`config.mk`:
```
export PLATFORM = sky130hd
export DESIGN_NAME = lcd_timing_monitor
export DESIGN_NICKNAME = d
export VERILOG_FILES = /design/src/rtl/lcd_timing_monitor_pkg.sv /design/src/rtl/lcd_sync_edge.sv /design/src/rtl/lcd_timing_monitor.sv
export SDC_FILE = /design/constraint.sdc
export NUM_CORES = 1
export LEC_CHECK = 0
export BUFFER_PORTS_ARGS = -buffer_cell sky130_fd_sc_hd__buf_2
export CORE_MARGIN = 10
export CORE_UTILIZATION = 30
export DETAILED_ROUTE_END_ITERATION = 12
export GPL_ROUTABILITY_DRIVEN = 0
export SYNTH_ARGS = -nofsm -noshare
export SYNTH_HDL_FRONTEND = slang
export SYNTH_SLANG_ARGS = --single-unit
```
`constraint.sdc`:
```
create_clock -name ref_clk -period 5.22 [get_ports ref_clk]
set_input_delay 0.783 -clock ref_clk [delete_from_list [all_inputs] [get_ports ref_clk]]
set_output_delay 0.783 -clock ref_clk [all_outputs]
set_load 0.01 [all_outputs]
```
`src/rtl/lcd_timing_monitor_pkg.sv`:
```
`default_nettype none
// ============================================================================
// lcd_timing_monitor_pkg - panel timing defaults, err_flags bit map, FSM type
// Revision: 1.0
// ============================================================================
package lcd_timing_monitor_pkg;

   // Default 480x272 panel timing, shared with the LCD timing generator
   localparam int DEF_H_ACTIVE = 480;
   localparam int DEF_V_ACTIVE = 272;
   localparam int DEF_H_TOTAL  = 525;

   localparam int ERR_H_ACTIVE   = 0;
   localparam int ERR_V_ACTIVE   = 1;
   localparam int ERR_H_TOTAL    = 2;
   localparam int ERR_DE_IN_SYNC = 3;

   typedef enum logic [0:0] {
      ST_IDLE    = 1'b0,
      ST_MEASURE = 1'b1
   } mon_state_t;

endpackage
`default_nettype wire

```
`src/rtl/lcd_sync_edge.sv`:
```
`default_nettype none
// ============================================================================
// lcd_sync_edge - pix_ce-gated sync normaliser (1 = active) and leading-edge strobe
// Revision: 1.0
// ============================================================================
module lcd_sync_edge #(
   parameter bit POL = 1'b0
) (
   input  logic ref_clk,
   input  logic rst,
   input  logic pix_ce,
   input  logic sync_in,
   output logic active,
   output logic lead
);

   logic r_prev;

   always_ff @(posedge ref_clk) begin
      if (rst) begin
         active <= 1'b0;
         r_prev <= 1'b0;
      end else if (pix_ce) begin
         active <= (sync_in == POL);
         r_prev <= active;
      end
   end

   assign lead = active & ~r_prev;

endmodule
`default_nettype wire

```
`src/rtl/lcd_timing_monitor.sv`:
```
`default_nettype none
// ============================================================================
// lcd_timing_monitor - measures RGB LCD frame geometry, flags violations, reports lock
// Revision: 1.0
// ============================================================================
module lcd_timing_monitor
   import lcd_timing_monitor_pkg::*;
#(
   parameter int H_ACTIVE    = DEF_H_ACTIVE,
   parameter int V_ACTIVE    = DEF_V_ACTIVE,
   parameter int H_TOTAL     = DEF_H_TOTAL,
   parameter bit HS_POL      = 1'b0,
   parameter bit VS_POL      = 1'b0,
   parameter int CW          = 12,
   parameter int LOCK_FRAMES = 2
) (
   input  logic          ref_clk,
   input  logic          rst,
   input  logic          pix_ce,
   input  logic          lcd_de,
   input  logic          lcd_hsync,
   input  logic          lcd_vsync,
   input  logic [23:0]   lcd_rgb,
   output logic          frame_done,
   output logic [CW-1:0] meas_h_active,
   output logic [CW-1:0] meas_v_active,
   output logic [CW-1:0] meas_h_total,
   output logic [31:0]   frame_sum,
   output logic [3:0]    err_flags,
   output logic          locked
);

   localparam logic [CW-1:0] C_CNT_MAX  = '1;
   localparam logic [CW-1:0] C_H_ACTIVE = CW'(H_ACTIVE);
   localparam logic [CW-1:0] C_V_ACTIVE = CW'(V_ACTIVE);
   localparam logic [CW-1:0] C_H_TOTAL  = CW'(H_TOTAL);
   localparam int            C_LCK_W    = (LOCK_FRAMES < 2) ? 1 : $clog2(LOCK_FRAMES + 1);
   localparam logic [C_LCK_W-1:0] C_LOCK = C_LCK_W'(LOCK_FRAMES);

   logic w_hs_active, w_hs_lead, w_vs_active, w_vs_lead;
   logic r_de;
   logic [23:0] r_rgb;

   mon_state_t r_state, w_state_nxt;
   logic w_frame_close, w_sample_en;

   logic [CW-1:0] r_line_de, r_h_cnt, r_v_cnt, r_last_h_active, r_last_period;
   logic [31:0]   r_sum;
   logic [3:0]    r_err;
   logic          r_have_hs;
   logic [C_LCK_W-1:0] r_good_cnt;

   logic          w_line_close;
   logic [CW-1:0] w_c_v, w_c_hact, w_c_period;
   logic [3:0]    w_c_err, w_frame_err;
   logic [CW-1:0] w_n_line_de, w_n_h_cnt, w_n_v, w_n_hact, w_n_period;
   logic [31:0]   w_n_sum;
   logic [3:0]    w_n_err;
   logic          w_n_have_hs;
   logic [C_LCK_W-1:0] w_good_nxt;

   lcd_sync_edge #(.POL(HS_POL)) u_hs_edge (
      .ref_clk(ref_clk), .rst(rst), .pix_ce(pix_ce),
      .sync_in(lcd_hsync), .active(w_hs_active), .lead(w_hs_lead)
   );

   lcd_sync_edge #(.POL(VS_POL)) u_vs_edge (
      .ref_clk(ref_clk), .rst(rst), .pix_ce(pix_ce),
      .sync_in(lcd_vsync), .active(w_vs_active), .lead(w_vs_lead)
   );

   always_ff @(posedge ref_clk) begin
      if (rst) r_state <= ST_IDLE;
      else     r_state <= w_state_nxt;
   end

   always_comb begin
      w_state_nxt = r_state;
      if (r_state == ST_IDLE && pix_ce && w_vs_lead) w_state_nxt = ST_MEASURE;
   end

   always_comb begin
      w_frame_close = pix_ce & w_vs_lead & (r_state == ST_MEASURE);
      w_sample_en   = pix_ce & ((r_state == ST_MEASURE) | w_vs_lead);
   end

   always_comb begin
      // Close the open line first (hsync or vsync edge), then the frame
      w_line_close = w_hs_lead | w_vs_lead;
      w_c_v        = r_v_cnt;
      w_c_hact     = r_last_h_active;
      w_c_period   = r_last_period;
      w_c_err      = r_err;
      if (w_line_close && r_line_de != '0) begin
         if (r_v_cnt != C_CNT_MAX) w_c_v = r_v_cnt + 1'b1;
         w_c_hact = r_line_de;
         if (r_line_de != C_H_ACTIVE) w_c_err[ERR_H_ACTIVE] = 1'b1;
      end
      if (w_hs_lead && r_have_hs) begin
         w_c_period = r_h_cnt;
         if (r_h_cnt != C_H_TOTAL) w_c_err[ERR_H_TOTAL] = 1'b1;
      end
      w_frame_err               = w_c_err;
      w_frame_err[ERR_V_ACTIVE] = (w_c_v != C_V_ACTIVE);

      // The edge sample itself belongs to the new line / new frame
      w_n_v       = w_vs_lead ? '0 : w_c_v;
      w_n_hact    = w_vs_lead ? '0 : w_c_hact;
      w_n_period  = w_vs_lead ? '0 : w_c_period;
      w_n_err     = w_vs_lead ? '0 : w_c_err;
      w_n_have_hs = w_hs_lead | (r_have_hs & ~w_vs_lead);
      w_n_sum     = (w_vs_lead ? 32'd0 : r_sum) + (r_de ? {8'd0, r_rgb} : 32'd0);
      w_n_line_de = w_line_close ? '0 : r_line_de;
      if (r_de) begin
         if (w_n_line_de == C_CNT_MAX) w_n_err[ERR_H_ACTIVE] = 1'b1;
         else                          w_n_line_de = w_n_line_de + 1'b1;
      end
      if (w_hs_lead) begin
         w_n_h_cnt = CW'(1);
      end else if (r_h_cnt == C_CNT_MAX) begin
         w_n_h_cnt = r_h_cnt;
         w_n_err[ERR_H_TOTAL] = 1'b1;
      end else begin
         w_n_h_cnt = r_h_cnt + 1'b1;
      end
      if (r_de && (w_hs_active || w_vs_active)) w_n_err[ERR_DE_IN_SYNC] = 1'b1;

      if (w_frame_err != 4'd0)      w_good_nxt = '0;
      else if (r_good_cnt >= C_LOCK) w_good_nxt = r_good_cnt;
      else                          w_good_nxt = r_good_cnt + 1'b1;
   end

   always_ff @(posedge ref_clk) begin
      if (rst) begin
         r_de            <= 1'b0;
         r_rgb           <= '0;
         r_line_de       <= '0;
         r_h_cnt         <= '0;
         r_v_cnt         <= '0;
         r_last_h_active <= '0;
         r_last_period   <= '0;
         r_sum           <= '0;
         r_err           <= '0;
         r_have_hs       <= 1'b0;
         r_good_cnt      <= '0;
         frame_done      <= 1'b0;
         meas_h_active   <= '0;
         meas_v_active   <= '0;
         meas_h_total    <= '0;
         frame_sum       <= '0;
         err_flags       <= '0;
         locked          <= 1'b0;
      end else begin
         frame_done <= w_frame_close;
         if (pix_ce) begin
            r_de  <= lcd_de;
            r_rgb <= lcd_rgb;
         end
         if (w_sample_en) begin
            r_line_de       <= w_n_line_de;
            r_h_cnt         <= w_n_h_cnt;
            r_v_cnt         <= w_n_v;
            r_last_h_active <= w_n_hact;
            r_last_period   <= w_n_period;
            r_sum           <= w_n_sum;
            r_err           <= w_n_err;
            r_have_hs       <= w_n_have_hs;
         end
         if (w_frame_close) begin
            meas_h_active <= w_c_hact;
            meas_v_active <= w_c_v;
            meas_h_total  <= w_c_period;
            frame_sum     <= r_sum;
            err_flags     <= w_frame_err;
            r_good_cnt    <= w_good_nxt;
            locked        <= (w_good_nxt >= C_LOCK);
         end
      end
   end

endmodule
`default_nettype wire

```
==> results of run 1 <==
synthesized netlist by cell type, drive strengths merged (11+ instances only):
master    n  share of area (%)
dfxtp   201                 41
nand2   180                6.9
nor2    172                6.6
a21oi    97                4.9
clkbuf   71                2.7
and2     55                3.5
nand3    41                2.1
a22oi    31                2.4
o21ai    31                1.6
ha       29                3.7
mux2i    29                3.0
a211oi   28                2.1
a311oi   26                2.3
nand4    21                1.3
nor3     18               0.92
xnor2    18                1.6
xor2     18                1.6
inv      15               0.57
and3     14               0.89
a31oi    13               0.98
buf      13               0.79
a21o     11               0.84
logic make-up (layout without fill, tap and decap cells):
logic type / Yosys count / in the layout / synth area share (%)
AND/OR/NAND/NOR: 549 / 549 / 25.66
buffers and inverters: 99 / 171 / 4.069
multiplexers: 32 / 32 / 3.293
adder cells (fa/ha/maj): 30 / 30 / 3.891
flip-flops: 201 / 201 / 40.90
XOR/XNOR: 36 / 36 / 3.204
AO/OA/AOI/OAI: 280 / 280 / 18.99
worst max path at each step:
stage                                             start                     end  slack, ps  cells after the start
final                     u_vs_edge.active$_SDFFE_PP0P_  r_sum[18]$_SDFFE_PP0P_       1650                     11
after CTS                 u_vs_edge.active$_SDFFE_PP0P_  r_sum[18]$_SDFFE_PP0P_       1600                     11
after detailed placement  u_vs_edge.active$_SDFFE_PP0P_  r_sum[18]$_SDFFE_PP0P_       1650                     11
after global placement    u_vs_edge.active$_SDFFE_PP0P_  r_sum[23]$_SDFFE_PP0P_       1780                     11
after global routing      u_vs_edge.active$_SDFFE_PP0P_  r_sum[23]$_SDFFE_PP0P_       1260                     11
after floorplan           u_vs_edge.r_prev$_SDFFE_PP0P_  r_sum[19]$_SDFFE_PP0P_       1980                     13
layout by cell type (no fill, tap or decap), types with 21 or more instances in the layout:
cell type	Yosys	routed
o21ai_0	24	24
dfxtp_1	201	201
nand3_1	41	41
nand4_1	21	21
buf_2	5	102
a211oi_1	28	28
and2_1	53	53
nor2_1	172	170
a21oi_1	97	97
a311oi_1	26	26
clkbuf_16	0	24
a22oi_1	31	31
nand2_1	180	180
mux2i_1	29	29
ha_1	29	29
power by group:
part / switching (mW) / total, mW / internal (mW)
Sequential: 0.0212 / 1.58 / 1.56
Clock: 0.656 / 1.75 / 1.10
Combinational: 0.135 / 0.199 / 0.0644
Total: 0.812 / 3.53 / 2.72
cell type report:
class	instances	area (sq um)	share of cell area [%]
well taps	442	553.0	4.804
clock buffers	31	666.9	5.793
inverters	15	56.30	0.4891
clock inverters	11	170.2	1.478
flip-flops and latches	201	4024	34.95
repair buffers	114	616.8	5.358
multi-input cells	927	5425	47.13
per-stage QoR:
stage	hold slack (ps)	util (%)	setup slack [ps]
global placement	433.9	32.89	1784
CTS	449.6	35.47	1601
detailed placement	443.3	32.89	1654
floorplan	426.6	-	1982
global route	453.4	35.47	1260
finish	450.5	35.47	1655
routing by layer:
layer | routed length [microns] | track usage (%)
met4 | 371 | 2.705
met3 | 1309 | 2.602
met5 | 13 | 0
met2 | 11720 | 19.40
met1 | 12820 | 17.43
sequential cells by signal, indices dropped and copies added, names as in the netlist:
signal and count:
meas_v_active 12, u_hs_edge.active 1, u_vs_edge.r_prev 1, u_vs_edge.active 1, r_err 3, r_have_hs 1
r_line_de 12, r_de 1, locked 1, r_sum 32, frame_sum 32, r_v_cnt 12
r_good_cnt 1, r_h_cnt 12, meas_h_active 12, r_state 1, r_rgb 24, frame_done 1
u_hs_edge.r_prev 1, err_flags 4, meas_h_total 12, r_last_period 12, r_last_h_active 12
worst max-delay path: stages (launching register included):
cell and delay [ps]:
dfxtp_1 430, nand2b_1 310, buf_4 330, and2_1 220, fa_1 450, a211oi_1 280
nor2_1 140, o311ai_1 450, nand2_1 150, a211o_1 330, xnor2_1 120, a211oi_1 240
==> flow_summary.yaml, run 1 <==
outcome:
  status: "complete, no violations"
final_layout:
  fin_cells: 1741
  design_area_sq_um: 11510
  diodes: 0
  nFillCells: 3411
  nets: 1343
  syn2layout_area_growth_pct: 17.00
  drive_above_1_share_pct: 12.93
placement:
  dpl_cell_area_sq_um: 10680
  place.port_buffers: 103
  dp_cells: 1699
  place.detailed.hpwl_microns: 18580
clocking:
  cts-root-buf: "clkbuf_16"
  cts_buffers: 24
  cts_buffer_depth: 3
  postCtsHoldBufs: 0
  insertion_delay_ps: 520
  cts_tree: "built"
  cts_resized: 0
  postCtsSetupBuffers: 0
  cts_sinks: 201
  htree_num_levels: 1
  clk_pin_slew_ps: 60
setup_path:
  reg2reg_slack_ps: 1650
  cp.required_ps: 5650
  r2r_cells: 11
  timing.rr.end: "r_sum[18]$_SDFFE_PP0P_"
  startpoint_type: "flop"
  rr_startpoint: "u_vs_edge.active$_SDFFE_PP0P_"
  cp-end-kind: "flop"
  path_max_fanout: 23
  cp.arrival_ps: 3990
  critical_path_class: "reg -> reg"
global_routing:
  grt_overflow: 0
  antenna_found_initial: 1
  track_usage_pct: 12.51
  grt_pass1_wl_microns: 43170
  first_global_vias: 8117
  grt_max_degree: 120
power_and_ir_drop:
  leakagePower_nw: 4.460
  total_power_mw: 3.533
  power.density_nw_per_um2: 306.9
  ir_worst_vdd_uv: 262.6
route:
  first_iter_violations: 562
  wirelength_microns: 26240
  num_vias: 8693
  drcViolationCount: 0
  dr.pass1.iters: 5
  routedWlPerCell_microns: 15.07
  vias_per_cell: 4.993
  postRouteAntennaNets: 0
sta:
  rsz0062_at_grt: "false"
  slew_violations: 0
  hold_viol: 0
  fin_crit_sh_pct: 68.30
  setup_tns_ps: 0
  relSlewSlack_pct: 40.00
  setup_viol: 0
  worstMarginPinSlew_ps: 900.0
  finClkSkew_ps: 9.442
  finalCriticalPeriod_ps: 3565
  fmax_mhz: 280.5
die:
  fp.dieH_microns: 201.1
  core_sq_um: 32450
  die-area_sq_um: 40440
  initial_core_util_pct: 30.32
  io-pin-count: 104
  num_rows: 66
  fp.dieW_microns: 201.1
synth:
  synth_warnings: 0
  synth_flop_cell: "dfxtp_1"
  synth_cell_types: 63
  synth_edf_count: 0
  postSynthCellCount: 1227
  syn_area_sq_um: 9839
  ys_ff_latch: 201
  synth_seq_area_share_pct: 40.90
  avgSynthCellArea_sq_um: 8.019
  async_reset_ff_share_pct: 0
  synth_nets: 1287
run:
  maxCapViolations: 0
worst_hold_path:
  hp-start: "frame_sum[0]$_SDFFE_PP0P_"
  hold_class: "reg -> reg"
  min_path_cells: 2
  min_to: "frame_sum[0]$_SDFFE_PP0P_"
Power figures use the tool's default switching activity.
==> run 2: changes to the inputs <==
ABC_AREA = 1   (was not set)
clock period = 3.7 ns   (was 5.22 ns; I/O delays follow)
==> run 2 against run 1 <==
  * Sequential share of layout area is 1.7 points lower
  * Critical path depth increased by 7
  * Worst hold slack worse by 200 ps
  * Die area increased by 5.1%
  * Cell count is 18% higher
  * First-iteration DRC count increased by 29%
  * Via count grew 12%
  * Highest routed layer is now met4
==> flow_summary.yaml, run 2 <==
worst_hold_path:
  min_path_cells: 3
  hold_class: "in -> reg"
  hp-start: "lcd_rgb[19]"
  min_to: "r_rgb[19]$_SDFFE_PP0P_"
global_routing:
  first_global_vias: 9371
  grt_pass1_wl_microns: 47440
  antenna_found_initial: 0
  grt_overflow: 0
  grt_max_degree: 76
  track_usage_pct: 13.39
synth:
  syn_area_sq_um: 10390
  synth_cell_types: 52
  synth.top_cell.area_share_pct: 38.71
  async_reset_ff_share_pct: 0
  synth_seq_area_share_pct: 38.71
  yosys-top-cells-area: "dfxtp_1, nand2_1, o21ai_0, nor2_1, inv_1"
  ys_ff_latch: 201
  postSynthCellCount: 1505
  synthMostInstantiatedCell: "nand2_1"
  synth_warnings: 0
  avgSynthCellArea_sq_um: 6.907
  synth_edf_count: 0
  synth_nets: 1565
  synth_flop_cell: "dfxtp_1"
  yosysTopAreaCell: "dfxtp_1"
  yosys-top-cells-count: "nand2_1, nor2_1, dfxtp_1"
power_and_ir_drop:
  p_sw_share_pct: 24.60
  ir_worst_vdd_uv: 306.3
  total_power_mw: 5.181
  leakagePower_nw: 5.574
  power.density_nw_per_um2: 427.6
  power_frac_seq_pct: 43.5
  combPwrFrac_pct: 9.1
  pwr-share-clk_pct: 47.3
  power.switching_mw: 1.275
  p_int_mw: 3.906
final_layout:
  utilization_pct: 35.25
  final_common_cell: "nand2_1"
  diodes: 0
  reg_top3: "frame_sum (32), r_sum (32), r_rgb (24)"
  final_cell_mix: "nand2_1, nor2_1, dfxtp_1"
  syn2layout_area_growth_pct: 16.55
  drive_above_1_share_pct: 13.10
  nets: 1641
  nFillCells: 3713
  fin_cells: 2050
setup_path:
  r2r_cells: 18
  reg2reg_slack_ps: 560
  timing.rr.end: "r_sum[21]$_SDFFE_PP0P_"
  startpoint_type: "flop"
  cp.arrival_ps: 3570
  rr_startpoint: "u_vs_edge.r_prev$_SDFFE_PP0P_"
  path_max_fanout: 12
  cp.required_ps: 4130
  critical_path_class: "reg -> reg"
  cp-end-kind: "flop"
placement:
  dp_cells: 2010
  place.port_buffers: 103
  place.detailed.hpwl_microns: 21130
route:
  drcViolationCount: 0
  first_iter_violations: 726
  num_vias: 9746
  routedWlPerCell_microns: 14.21
  wirelength_microns: 29130
  vias_per_cell: 4.754
  postRouteAntennaNets: 0
  dr.pass1.iters: 6
sta:
  setup_viol: 0
  fin_crit_sh_pct: 84.99
  rsz0062_at_grt: "false"
  slew_violations: 0
  finClkSkew_ps: 20.57
  relSlewSlack_pct: 45.22
  finalCriticalPeriod_ps: 3145
  worstMarginPinSlew_ps: 821.7
  setup_tns_ps: 0
  hold_viol: 0
  fmax_mhz: 318.0
clocking:
  clk_pin_slew_ps: 60
  postCtsHoldBufs: 0
  cts_tree: "built"
  cts_resized: 0
  htree_num_levels: 1
  cts_buffers: 24
  insertion_delay_ps: 530
  cts_sinks: 201
  cts-root-buf: "clkbuf_16"
  postCtsSetupBuffers: 0
  cts_buffer_depth: 3
die:
  fp.dieW_microns: 206.1
  io-pin-count: 104
  fp.dieH_microns: 206.1
  num_rows: 68
  die-area_sq_um: 42500
  core_sq_um: 34370
  initial_core_util_pct: 30.24
outcome:
  status: "complete, no violations"
run:
  maxCapViolations: 0
[run 2: power groups by stage]
| stage | Combinational [mW] | Clock (mW) | Sequential, mW |
|---|---|---|---|
| final | 0.473 | 2.45 | 2.26 |
| after floorplan | 0.343 | 0 | 2.30 |
| after global routing | 0.537 | 2.61 | 2.26 |
| after global placement | 0.472 | 0 | 2.30 |
| after detailed placement | 0.474 | 0 | 2.30 |
| after CTS | 0.477 | 2.54 | 2.25 |
[run 2: worst max-delay path by stage]
stage                                        startpoint  slack [ps]  depth (start not counted)                      to
after floorplan           u_vs_edge.r_prev$_SDFFE_PP0P_         920                         18  r_sum[14]$_SDFFE_PP0P_
after global placement    u_vs_edge.r_prev$_SDFFE_PP0P_         560                         17  r_sum[22]$_SDFFE_PP0P_
after detailed placement  u_vs_edge.r_prev$_SDFFE_PP0P_         450                         17  r_sum[22]$_SDFFE_PP0P_
after CTS                 u_vs_edge.r_prev$_SDFFE_PP0P_         440                         17  r_sum[22]$_SDFFE_PP0P_
after global routing      u_vs_edge.r_prev$_SDFFE_PP0P_         190                         17  r_sum[22]$_SDFFE_PP0P_
final                     u_vs_edge.r_prev$_SDFFE_PP0P_         560                         18  r_sum[21]$_SDFFE_PP0P_
[run 2: final cells by class]
class / instances / area, sq um / area share, %
Clock buffer: 31 / 668.1 / 5.515
Clock inverter: 9 / 147.6 / 1.219
Inverter: 199 / 747.0 / 6.165
Multi-Input combinational cell: 1038 / 5326 / 43.96
Sequential cell: 201 / 4024 / 33.21
Tap cell: 455 / 569.3 / 4.699
Timing Repair Buffer: 117 / 633.1 / 5.226
[run 2: through the flow]
step	hold slack, ps	setup slack [ps]	area, sq um
finish	252.4	555.3	12120
global route	236.7	192.3	12120
CTS	224.3	438.4	12120
detailed placement	455.3	452.4	11300
global placement	451.3	556.2	11300
floorplan	422.3	924.8	10400
[run 2: logic make-up (layout without fill, tap and decap cells)]
kind of cell / count (synthesis) / count (layout) / synth area share [%]
and+or+nand+nor: 626 / 626 / 26.52
AOI/OAI and AO/OA: 358 / 358 / 18.86
buffers and inverters: 266 / 356 / 10.17
DFF: 201 / 201 / 38.71
adders and majority gates: 30 / 30 / 3.683
xor gates and xnor gates: 21 / 21 / 1.769
muxes: 3 / 3 / 0.2889
[run 2: layer usage]
metal / up-vias / GRT usage [%] / wire, microns
met4: 0 / 4.092 / 748
met5: - / 0 / 0
met1: 4469 / 16.91 / 13370
met3: 41 / 2.429 / 1415
li1: 5041 / - / -
met2: 195 / 22.69 / 13600
[run 2: critical path, stage by stage, from the launching register on]
cell      delay, ps
dfxtp_1         400
inv_2            60
nand2_4         120
clkinv_1        380
buf_4           320
nor2_1          100
ha_1            290
a21oi_1         150
nand2_1         140
a21oi_1         230
o21ai_0         200
nand2_1         100
nand2_1         110
nand2_1          80
nand2_1          70
nand2_1          60
nand2_1          40
o21bai_1        130
inv_1            40
==> run 3: changes to the inputs <==
ABC_AREA = 0   (was 1)
clock period = 2.7 ns   (was 3.7 ns; I/O delays follow)
==> run 3 against run 2 <==
  * Clock skew decreased by 6.6 ps
  * Combinational power hardly changed
  * Power grew 31%
  * Largest cell class unchanged
==> flow_summary.yaml, run 3 (synthesis gave the netlist of run 1 again) <==
outcome:
  status: "complete, no violations"
route:
  wirelength_microns: 28150
  postRouteAntennaNets: 0
  num_vias: 9018
  first_iter_violations: 576
  routedWlPerCell_microns: 15.60
  drcViolationCount: 0
  dr.pass1.iters: 5
  vias_per_cell: 4.999
power_and_ir_drop:
  leakagePower_nw: 4.766
  power_frac_seq_pct: 45.0
  ir_worst_vdd_uv: 458.4
  combPwrFrac_pct: 6.9
  p_sw_share_pct: 23.30
  pwr-share-clk_pct: 48.0
  power.density_nw_per_um2: 545.7
  power.switching_mw: 1.580
  p_int_mw: 5.199
final_layout:
  final_cell_mix: "dfxtp_1, nand2_1, nor2_1"
  final_common_cell: "dfxtp_1"
  utilization_pct: 38.27
  nets: 1407
  drive_above_1_share_pct: 20.70
  syn2layout_area_growth_pct: 26.23
  reg_top3: "frame_sum (32), r_sum (32), r_rgb (24)"
  fin_cells: 1804
  nFillCells: 3364
  diodes: 0
sta:
  fin_crit_sh_pct: 99.77
  setup_viol: 0
  rsz0062_at_grt: "true"
  slew_violations: 0
  worstMarginPinSlew_ps: 989.0
  setup_tns_ps: 0
  hold_viol: 0
  fmax_mhz: 371.2
  finalCriticalPeriod_ps: 2694
  relSlewSlack_pct: 34.07
  finClkSkew_ps: 13.96
clocking:
  cts_tree: "built"
  cts_sinks: 201
  cts-root-buf: "clkbuf_16"
  cts_buffer_depth: 3
  cts_buffers: 24
  clk_pin_slew_ps: 60
  htree_num_levels: 1
  insertion_delay_ps: 520
worst_hold_path:
  hold_class: "in -> reg"
  hp-start: "lcd_vsync"
  min_to: "u_vs_edge.active$_SDFFE_PP0P_"
  min_path_cells: 2
setup_path:
  path_max_fanout: 6
  critical_path_class: "reg -> reg"
  cp.arrival_ps: 3050
  r2r_cells: 11
  cp.required_ps: 3050
  startpoint_type: "flop"
  timing.rr.end: "r_sum[18]$_SDFFE_PP0P_"
  reg2reg_slack_ps: 6
  cp-end-kind: "flop"
  rr_startpoint: "u_vs_edge.r_prev$_SDFFE_PP0P_"
global_routing:
  track_usage_pct: 13.33
  grt_overflow: 0
  grt_pass1_wl_microns: 45830
  first_global_vias: 8697
  grt_max_degree: 122
  antenna_found_initial: 1
die:
  io-pin-count: 104
  fp.dieH_microns: 201.1
  num_rows: 66
  fp.dieW_microns: 201.1
  initial_core_util_pct: 30.32
  core_sq_um: 32450
  die-area_sq_um: 40440
placement:
  place.detailed.hpwl_microns: 19480
  dp_cells: 1755
  place.port_buffers: 103
run:
  maxCapViolations: 0
[run 3: layout make-up]
type                       instances  area, sq um  area share [%]
clock inverter                     4        70.07          0.5641
inverter                          15        56.30          0.4533
tap                              442        553.0           4.452
clock buffer                      37        720.7           5.802
multi-input combinational        929         5856           47.14
sequential                       201         4029           32.44
timing repair buffer             176         1136           9.147
[run 3: metrics by stage]
stage	area (sq um)	total power, mW	worst slack (ps)	hold slack [ps]
detailed placement	11330	3.564	-86.01	443.0
floorplan	10070	3.405	-159.1	426.6
finish	12420	6.778	6.298	103.5
global route	12420	7.046	-92.70	93.87
global placement	11330	3.557	-30.47	435.0
CTS	12160	6.842	-21.10	85.01
[run 3: worst max path at each step]
stage / cells after the start / to / from
2_1_floorplan: 14 / r_sum[18]$_SDFFE_PP0P_ / u_vs_edge.r_prev$_SDFFE_PP0P_
3_3_place_gp: 10 / r_sum[19]$_SDFFE_PP0P_ / u_vs_edge.r_prev$_SDFFE_PP0P_
3_5_place_dp: 10 / r_sum[25]$_SDFFE_PP0P_ / u_vs_edge.r_prev$_SDFFE_PP0P_
4_1_cts: 10 / r_sum[25]$_SDFFE_PP0P_ / u_vs_edge.r_prev$_SDFFE_PP0P_
5_1_grt: 11 / r_sum[28]$_SDFFE_PP0P_ / u_vs_edge.r_prev$_SDFFE_PP0P_
6_report: 11 / r_sum[18]$_SDFFE_PP0P_ / u_vs_edge.r_prev$_SDFFE_PP0P_
[run 3: what timing repair did]
item | 4_1_cts | 5_1_grt
pin swaps | 5 | 17
setup endpoints to repair | 20 | 32
hold buffers | 0 | 0
buffers inserted | 1 | 5
gates cloned | 2 | 0
resized for setup | 5 | 46
[run 3: critical path, stage by stage, from the launching register on]
cell      delay (ps)
dfxtp_2          340
nand2b_4         180
and2_4           160
ha_4             160
fa_2             370
a211oi_2         200
nor2_2           100
o311ai_4         360
nand2_2          110
a211o_1          290
xnor2_1          170
a211oi_2          80
[run 3: layer usage]
| layer | track usage [%] | up-vias | wire (microns) |
|---|---|---|---|
| li1 | - | 4567 | - |
| met1 | 17.28 | 4227 | 13050 |
| met3 | 2.827 | 30 | 1392 |
| met2 | 22.26 | 192 | 13240 |
| met5 | 0 | - | 7 |
| met4 | 2.813 | 2 | 456 |
[run 3: power by group through the flow]
stage               logic (mW)  registers [mW]  clock network, mW
floorplan                0.299            3.11                  0
finish                   0.471            3.05               3.25
CTS                      0.454            3.05               3.34
detailed placement       0.449            3.12                  0
global placement         0.444            3.11                  0
global route             0.523            3.06               3.46
